<file path="src/rtl/oven_pkg.sv">
// oven_pkg: shared state encodings, time width and default timing constants.
package oven_pkg;
  localparam int TW            = 13;
  localparam int MAX_SEC_DEF   = 5999;
  localparam int QUICK_SEC_DEF = 30;
  localparam int BEEP_SEC_DEF  = 3;
  typedef enum logic [2:0] {
    IDLE  = 3'd0,
    SET   = 3'd1,
    COOK  = 3'd2,
    PAUSE = 3'd3,
    DONE  = 3'd4
  } state_t;
endpackage

</file>
<file path="src/rtl/oven_time_reg.sv">
// oven_time_reg: remaining-time register with clear, load, decrement and saturating add.
module oven_time_reg
  import oven_pkg::*;
#(
  parameter int MAX_SEC = MAX_SEC_DEF
) (
  input  logic          clk,
  input  logic          rst_n,
  input  logic          clr,
  input  logic          load,
  input  logic [TW-1:0] load_val,
  input  logic          dec,
  input  logic [6:0]    add_val,
  output logic [TW-1:0] q
);
  localparam logic [TW:0] MAX_W = (TW+1)'(MAX_SEC);
  logic [TW-1:0] q_q, q_d;
  logic [TW:0]   sum;
  always_comb begin
    sum = {1'b0, q_q} - {{TW{1'b0}}, dec && q_q != '0} + {{(TW-6){1'b0}}, add_val};
    q_d = clr ? '0 : load ? load_val : sum > MAX_W ? MAX_W[TW-1:0] : sum[TW-1:0];
  end
  always_ff @(posedge clk or negedge rst_n)
    if (!rst_n) q_q <= '0;
    else        q_q <= q_d;
  assign q = q_q;
endmodule

</file>
<file path="src/rtl/oven_controller.sv">
// oven_controller: microwave oven FSM with beep timer, driving the remaining-time register.
module oven_controller
  import oven_pkg::*;
#(
  parameter int MAX_SEC   = MAX_SEC_DEF,
  parameter int QUICK_SEC = QUICK_SEC_DEF,
  parameter int BEEP_SEC  = BEEP_SEC_DEF
) (
  input  logic          clk,
  input  logic          rst_n,
  input  logic          pwr,
  input  logic          tick_1hz,
  input  logic          key_start,
  input  logic          key_stop,
  input  logic          add_10s,
  input  logic          add_60s,
  input  logic          door_open,
  output logic [TW-1:0] remaining,
  output logic          heating,
  output logic          beep,
  output logic [2:0]    state
);
  localparam logic [7:0] BEEP_N = 8'(BEEP_SEC);
  state_t     state_q, state_d;
  logic [7:0] cnt_q, cnt_d;
  logic       heating_q, beep_q;
  logic       clr, load, dec;
  logic [6:0] add_val;
  always_comb begin
    state_d = state_q;
    cnt_d   = '0;
    clr     = 1'b0;
    load    = 1'b0;
    dec     = 1'b0;
    add_val = '0;
    if (!pwr) begin
      state_d = IDLE;
      clr     = 1'b1;
    end else begin
      case (state_q)
        IDLE, SET, PAUSE:
          if (key_stop) begin
            state_d = IDLE;
            clr     = 1'b1;
          end else if (add_10s || add_60s) begin
            add_val = (add_10s ? 7'd10 : 7'd0) + (add_60s ? 7'd60 : 7'd0);
            state_d = state_q == IDLE ? SET : state_q;
          end else if (key_start && !door_open) begin
            if (state_q == IDLE && remaining == '0) begin
              load    = 1'b1;
              state_d = COOK;
            end else if (state_q != IDLE && remaining != '0) begin
              state_d = COOK;
            end
          end
        COOK:
          if (key_stop || door_open) begin
            state_d = PAUSE;
          end else begin
            dec     = tick_1hz;
            add_val = add_60s ? 7'd60 : 7'd0;
            // only a tick that empties the timer without a concurrent top-up finishes
            if (tick_1hz && !add_60s && remaining <= TW'(1)) state_d = DONE;
          end
        DONE:
          if (key_stop || door_open) state_d = IDLE;
          else if (tick_1hz && cnt_q + 8'd1 == BEEP_N) state_d = IDLE;
          else cnt_d = cnt_q + {7'd0, tick_1hz};
        default: begin
          state_d = IDLE;
          clr     = 1'b1;
        end
      endcase
    end
  end
  always_ff @(posedge clk or negedge rst_n)
    if (!rst_n) begin
      state_q   <= IDLE;
      cnt_q     <= '0;
      heating_q <= 1'b0;
      beep_q    <= 1'b0;
    end else begin
      state_q   <= state_d;
      cnt_q     <= cnt_d;
      heating_q <= state_d == COOK;
      beep_q    <= state_d == DONE;
    end
  oven_time_reg #(.MAX_SEC(MAX_SEC)) u_time (
    .clk     (clk),
    .rst_n   (rst_n),
    .clr     (clr),
    .load    (load),
    .load_val(TW'(QUICK_SEC)),
    .dec     (dec),
    .add_val (add_val),
    .q       (remaining)
  );
  assign state   = state_q;
  assign heating = heating_q;
  assign beep    = beep_q;
endmodule
</file>
<file path="config.mk">
export PLATFORM = sky130hd
export DESIGN_NAME = oven_controller
export DESIGN_NICKNAME = d
export VERILOG_FILES = /design/src/rtl/oven_pkg.sv /design/src/rtl/oven_time_reg.sv /design/src/rtl/oven_controller.sv
export SDC_FILE = /design/constraint.sdc
export NUM_CORES = 1
export LEC_CHECK = 0
export ABC_AREA = 1
export BUFFER_PORTS_ARGS = -buffer_cell sky130_fd_sc_hd__buf_2
export CAP_MARGIN = 30
export CELL_PAD_IN_SITES_DETAIL_PLACEMENT = 0
export CELL_PAD_IN_SITES_GLOBAL_PLACEMENT = 2
export CORE_ASPECT_RATIO = 1.75
export CORE_MARGIN = 4
export CORE_UTILIZATION = 35
export CTS_BUF_LIST = sky130_fd_sc_hd__clkbuf_16
export CTS_CLUSTER_DIAMETER = 40
export DETAILED_ROUTE_END_ITERATION = 10
export HOLD_SLACK_MARGIN = 0.02
export PLACE_DENSITY_LB_ADDON = 0.1
export SETUP_SLACK_MARGIN = 0.3
export SYNTH_ARGS = -nofsm -noshare
export SYNTH_HDL_FRONTEND = slang
export SYNTH_HIERARCHICAL = 1
export SYNTH_SLANG_ARGS = --single-unit
</file>
<file path="constraint.sdc">
create_clock -name clk -period 7.5 [get_ports clk]
set_input_delay 1.5 -clock clk [delete_from_list [all_inputs] [get_ports clk]]
set_output_delay 1.5 -clock clk [all_outputs]
set_load 0.005 [all_outputs]
</file>
==> impl_results.md, run 1 <==
* DRC at 0
* Wire per inst at 14.0 um
* XOR/XNOR Fraction of Synth Area at 0.0126
* MaxCap Viol Count at 0
* Total gr overflow at 0
* Commonest register cell after synthesis: dfrtp_1
* Top delay family on crit path: simple AND/OR/NAND/NOR gates
* Max Clock Skew at 5.37 ps
* Sequential fraction of the synthesis area at 0.233
* Kind of critical path: in2reg
* Initial DRC count at 79
* Post-Synth Adder-Cell Area at 0.133
* H-tree Lvls at 1
* Most used cell, CP: nand2_1
* RSZ-0062 raised after global routing: no
* Critical path startpoint category: primary input
* Status: completed
* Largest family of logic cells by synthesized area: simple AND/OR/NAND/NOR gates
* Core area at 7670 sq um
* Layout Area Growth over Synthesis at 12.4%
* Power Density at 421 nW/um^2
* CP peak stage delay at 380 ps
* Root Buffer: clkbuf_16
* Count leader, synth: nand2_1
* Ant. Diodes at 0
* Max Fclk at 226 MHz
* Initial Util at 0.363
* FFs w/ async S/R, synth at 1.00
* Post-route clock period utilization at 0.590
* Final Max Slew Viols at 0
* Clk sinks at 26
* TritonCTS clock tree: done
* Post-synth cell types at 37
* Critical Path AT at 4610 ps
* Largest net degree at the start of global routing at 27
* Syn_area_per_cell at 6.39 sq um
* Ranking of synthesized cells by area: dfrtp_1, nand2_1, ha_1
* FF+latch area at 651 sq um
* Post-CTS Resized at 0
* Slew @ Worst Pin at 589 ps
* Boundary Pins at 27
* Final wirelength at 7860 um
* VDD IR-drop max at 0.214 mV
* Largest area contributor in the netlist: dfrtp_1
* Crit. End Element: flop
* Initial antenna violation count at 0
* Compound-gate portion of the synthesized area at 0.103
* Vias in the first global route at 2732
* # port buffers at 26
* Die Width at 75.5 um
* Synth top area share at 0.233
* Post-CTS Hold Fix Bufs at 0
* Crit-path cells: buf_2 -> inv_1 -> ha_1 -> nor3_1 -> nor2_1 -> nor2_1 -> inv_1 -> ha_1 -> inv_1 -> ha_1 -> nand2_1 -> nand2_1 -> inv_1 -> nand2_2 -> nand2_1 -> nand2_1 -> xnor2_1 -> nand3_1 -> nor2_1 -> nand2_1 -> nand2_2 -> nand2_1 -> a21oi_1
* DR vias at 2645
* Syn Std Cell Area at 2790 sq um
* GP Congestion at 0.879
* ANT nets after route at 0
* Leakage power at 1.74 nW
* Minimum clock period at 4430 ps
* Final #Nets at 514
* First-pass GRT wire length at 12900 um
* Standard-cell rows at 42
* Critical Path RT at 7680 ps
* Ratio of cells with drive above 1 in the final layout at 0.158
* CTS max path bufs at 2
* Max FO, Critical Path at 12
* Post-synthesis mux area share at 0
* Synth top cells by count: nand2_1, inv_1, nor2_1
* Final Hold Fails at 0
* FILL cells at 879
* Drt pass-1 iters at 4
* Rel. slew slack at 0.607
* Hold Crit Class: reg2reg
* DIE HEIGHT at 126 um
* GRT Overall Usage at 0.178
* Cells after Synth at 436
* Multi-input combinational cell area at 1790 sq um
* Clock Latency Late Sink at 260 ps
* #FFs+latches synth at 26
* Clock transition at path regs at 60 ps
* Post-DP HPWL at 6890 um
* Simple-gate share of the synthesized area at 0.372
* Critical-path top delay cell: ha_1
* Setup TNS at 0 ps
* Post-synth EDFFs at 0
* Warning count from the yosys run at 6
* Final setup fails at 0
* Die footprint at 9510 sq um
* TritonCTS Buffers at 3
* CP Buf/Inv Count at 5
* Power, Total at 1.32 mW
* Post-CTS setup buffer count at 0
* Routed vias/inst at 4.70
==> per-layer routing <==
layer	vias up	GRT usage	part of all wire	routed length (um)
met5	-	0	0	0
met4	0	0.0937	0.059	460
met3	25	0.0128	0.022	175
met2	44	0.344	0.56	4420
met1	1166	0.176	0.36	2800
li1	1410	-	-	-
==> report_power, final <==
group          internal [mW]  switching, mW  total (mW)
combinational          0.332          0.669        1.00
clock                 0.0713         0.0448       0.116
sequential             0.165         0.0364       0.202
==> registers in the layout, summed over array words and instances (netlist names) <==
signal    count
u_time/q     13
state         3
beep          1
heating       1
cnt_q         8
==> worst reg2reg max path: cells and delay by family (launching register included) <==
kind / cells / cell delay [ps]
AND/OR/NAND/NOR: 16 / 1780
adder cells (fa/ha/maj): 2 / 640
flip-flops: 1 / 400
XOR/XNOR: 1 / 280
buffers and inverters: 4 / 270
AO/OA/AOI/OAI: 1 / 140
==> stage by stage <==
step / instance area (sq um) / utilization / cells / hold slack (ps) / setup slack, ps
finish: 3130 / 0.408 / 563 / 534 / 3070
floorplan: 2830 / - / 448 / 507 / 3430
global placement: 3050 / 0.398 / 559 / 521 / 2820
detailed placement: 3050 / 0.398 / 559 / 526 / 2760
CTS: 3130 / 0.408 / 563 / 536 / 3030
global route: 3130 / 0.408 / 563 / 552 / 2650
==> worst paths after layout <==
path,slack [ps],startpoint,endpoint,cells after the start
worst max-delay path,3070,add_60s,u_time/q[7],23
worst min-delay path,530,cnt_q[7],cnt_q[7],2
worst max register to register,3930,state[0],u_time/q[7],24
worst min register to register,530,cnt_q[7],cnt_q[7],2
max in group asynchronous,5870,rst_n,u_time/q[6],1
min in group asynchronous,1240,rst_n,cnt_q[0],1
==> cell usage in the layout, fill, tap and decap left out, types with 3 or more instances in the layout <==
master and instances:
nor3_1 4, nand2_1 101, a31oi_1 3, conb_1 14, nand3_1 27, nand4_1 6, a21oi_1 18, nor2_1 52
clkbuf_16 3, buf_2 26, dfrtp_1 26, nor2_2 9, o21ai_0 12, a21oi_2 10, inv_2 5, nand2_2 11
ha_1 28, xnor2_1 3, inv_1 93
==> cell families after synthesis <==
kind of cell | count (synthesis)
adder cells (fa/ha/maj) | 29
XOR/XNOR | 4
buffers and inverters | 102
other | 2
AND/OR/NAND/NOR | 226
flip-flops | 26
AO/OA/AOI/OAI | 47
==> layout make-up <==
| class | count | share of cell area |
|---|---|---|
| sequential | 26 | 0.208 |
| clock buffer | 3 | 0.0240 |
| inverter | 98 | 0.117 |
| timing repair buffer | 27 | 0.0439 |
| multi-input combinational | 320 | 0.571 |
| tap | 88 | 0.0351 |
| clock inverter | 1 | 0.00120 |
Power figures use the tool's default switching activity.
==> inputs of run 2 (changes only) <==
- CORE_UTILIZATION: 35 -> 33
- clock period: 7.5 -> 4.32 ns (I/O delays scaled with it)
==> run 2 against run 1 <==
Net effect:
- worst setup slack worse by 2400 ps
- utilization shrank 2.7 points
- first-iteration DRC count decreased by 25%
- critical path depth down 1
==> impl_results.md, run 2 (same netlist as run 1, synthesis figures left out) <==
* Critical Path RT at 4430 ps (was 7680 ps)
* CTS max path bufs at 2 (unchanged)
* Leakage power at 1.75 nW (was 1.74 nW)
* Post-Layout Inst Area at 3150 sq um (was 3130 sq um)
* ANT nets after route at 0 (unchanged)
* Clk sinks at 26 (unchanged)
* TritonCTS Buffers at 3 (unchanged)
* Vias in the first global route at 2607 (was 2732)
* Ratio of cells with drive above 1 in the final layout at 0.162 (was 0.158)
* Crit. End Element: flop (unchanged)
* Post-CTS Hold Fix Bufs at 0 (unchanged)
* GRT Overall Usage at 0.167 (was 0.178)
* Post-CTS setup buffer count at 0 (unchanged)
* Seq pwr share at 0.150 (was 0.153)
* VDD IR-drop max at 0.396 mV (was 0.214 mV)
* Minimum clock period at 3670 ps
* Final #Nets at 514 (unchanged)
* MaxCap Viol Count at 0 (unchanged)
* Switch share at 0.569 (about the same)
* GP Congestion at 0.868 (was 0.879)
* # port buffers at 26 (unchanged)
* Psw at 1.33 mW (was 0.750 mW)
* Core area at 8260 sq um (was 7670 sq um)
* Most frequent cells in the layout: nand2_1, inv_1, nor2_1 (unchanged)
* Clk pwr share at 0.087 (was 0.088)
* Clock Latency Late Sink at 260 ps (about the same)
* Wire per inst at 14.3 um (was 14.0 um)
* Initial DRC count at 59 (was 79)
* Final Hold Fails at 0 (unchanged)
* Internal at 1.01 mW (was 0.569 mW)
* Largest net degree at the start of global routing at 27 (unchanged)
* Standard-cell rows at 44 (was 42)
* Critical Path AT at 3780 ps (was 4610 ps)
* Root Buffer: clkbuf_16 (unchanged)
* Power Density at 740 nW/um^2 (was 421 nW/um^2)
* Post-CTS Resized at 0 (unchanged)
* H-tree Lvls at 1 (unchanged)
* Place WS at 253 ps (was 2760 ps)
* Final setup fails at 0 (unchanged)
* Max Fclk at 273 MHz
* Commonest non-fill, non-tap cell in the layout: nand2_1 (unchanged)
* Fin worst setup slack at 651 ps (was 3070 ps)
* TritonCTS clock tree: done (unchanged)
* Die footprint at 10000 sq um (was 9510 sq um)
* Kind of critical path: in2reg (unchanged)
* DRC at 0 (unchanged)
* Initial Util at 0.337 (was 0.363)
* Max Clock Skew at 1.58 ps (was 5.37 ps)
* Slew @ Worst Pin at 608 ps (was 589 ps)
* Final wirelength at 8120 um (was 7860 um)
* Routed vias/inst at 4.70 (about the same)
* First-pass GRT wire length at 13000 um (was 12900 um)
* Area post-placement at 3060 sq um (was 3050 sq um)
* Initial antenna violation count at 0 (unchanged)
* Post-route clock period utilization at 0.849
* Power, Total at 2.33 mW (was 1.32 mW)
* Drt pass-1 iters at 4 (unchanged)
* Rel. slew slack at 0.593 (was 0.607)
* DR vias at 2667 (was 2645)
* Boundary Pins at 27 (unchanged)
* Post-DP HPWL at 7090 um (was 6890 um)
* RSZ-0062 raised after global routing: no (unchanged)
* FILL cells at 972 (was 879)
* Comb pwr share at 0.762 (was 0.759)
* Total gr overflow at 0 (unchanged)
* Largest register FFs at 13 (unchanged)
* Hold Crit Class: reg2reg (unchanged)
* Max FO, Critical Path at 12 (unchanged)
* DIE HEIGHT at 130 um (was 126 um)
* Die Width at 77.5 um (was 75.5 um)
* Setup TNS at 0 ps (unchanged)
* Layout Area Growth over Synthesis at 13.2% (was 12.4%)
* Clock transition at path regs at 60 ps (about the same)
* Ant. Diodes at 0 (unchanged)
* Status: completed (unchanged)
* Critical path startpoint category: primary input (unchanged)
* Final Max Slew Viols at 0 (unchanged)
run 2: final timing paths:
check | start | to | slack, ps | depth (start not counted)
worst max-delay path | add_60s | u_time/q[7] | 650 | 22
worst min-delay path | cnt_q[7] | cnt_q[7] | 540 | 2
worst max register to register | state[0] | u_time/q[7] | 830 | 24
worst min register to register | cnt_q[7] | cnt_q[7] | 540 | 2
max in group asynchronous | rst_n | cnt_q[2] | 3340 | 1
min in group asynchronous | rst_n | state[0] | 600 | 1
run 2: power groups by stage:
stage | combinational, mW | clock (mW) | sequential, mW
2_1_floorplan | 1.38 | 0 | 0.335
3_3_place_gp | 1.78 | 0 | 0.359
3_5_place_dp | 1.78 | 0 | 0.360
4_1_cts | 1.79 | 0.210 | 0.356
5_1_grt | 2.04 | 0.221 | 0.360
6_report | 1.78 | 0.204 | 0.351
run 2: routing by layer:
| metal | track usage | share of wire | vias up |
|---|---|---|---|
| met1 | 0.162 | 0.35 | 1218 |
| li1 | - | - | 1404 |
| met5 | 0 | 0 | - |
| met2 | 0.355 | 0.59 | 31 |
| met4 | 0.0671 | 0.034 | 0 |
| met3 | 0.0104 | 0.018 | 14 |
run 2: metrics by stage:
| stage | cells | hold slack (ps) | utilization |
|---|---|---|---|
| 3_3_place_gp | 563 | 521 | 0.370 |
| 6_report | 567 | 542 | 0.382 |
| 5_1_grt | 567 | 596 | 0.382 |
| 3_5_place_dp | 563 | 534 | 0.370 |
| 2_1_floorplan | 448 | 507 | - |
| 4_1_cts | 567 | 544 | 0.380 |
run 2: critical path, cell delays in order:
cell	delay [ps]
buf_2	150
inv_1	80
ha_1	230
nor4_1	240
inv_1	80
ha_1	280
inv_1	60
fa_1	480
nand2_1	80
nand2_1	70
nand3_1	90
nand2_1	100
nand2_1	100
nand3_1	70
nand2_1	130
nand2_1	80
nor2_2	120
nand2_1	70
nand2_1	100
nand2_4	140
nand2_1	100
a21oi_1	60
run 2: area by class of cell:
type                       count  area (sq um)  area share
clock inverter                 1          3.75     0.00119
tap                           92           115      0.0365
timing repair buffer          27           138      0.0437
clock buffer                   3          75.1      0.0238
inverter                      98           368       0.117
multi-input combinational    320          1800       0.572
sequential                    26           651       0.206
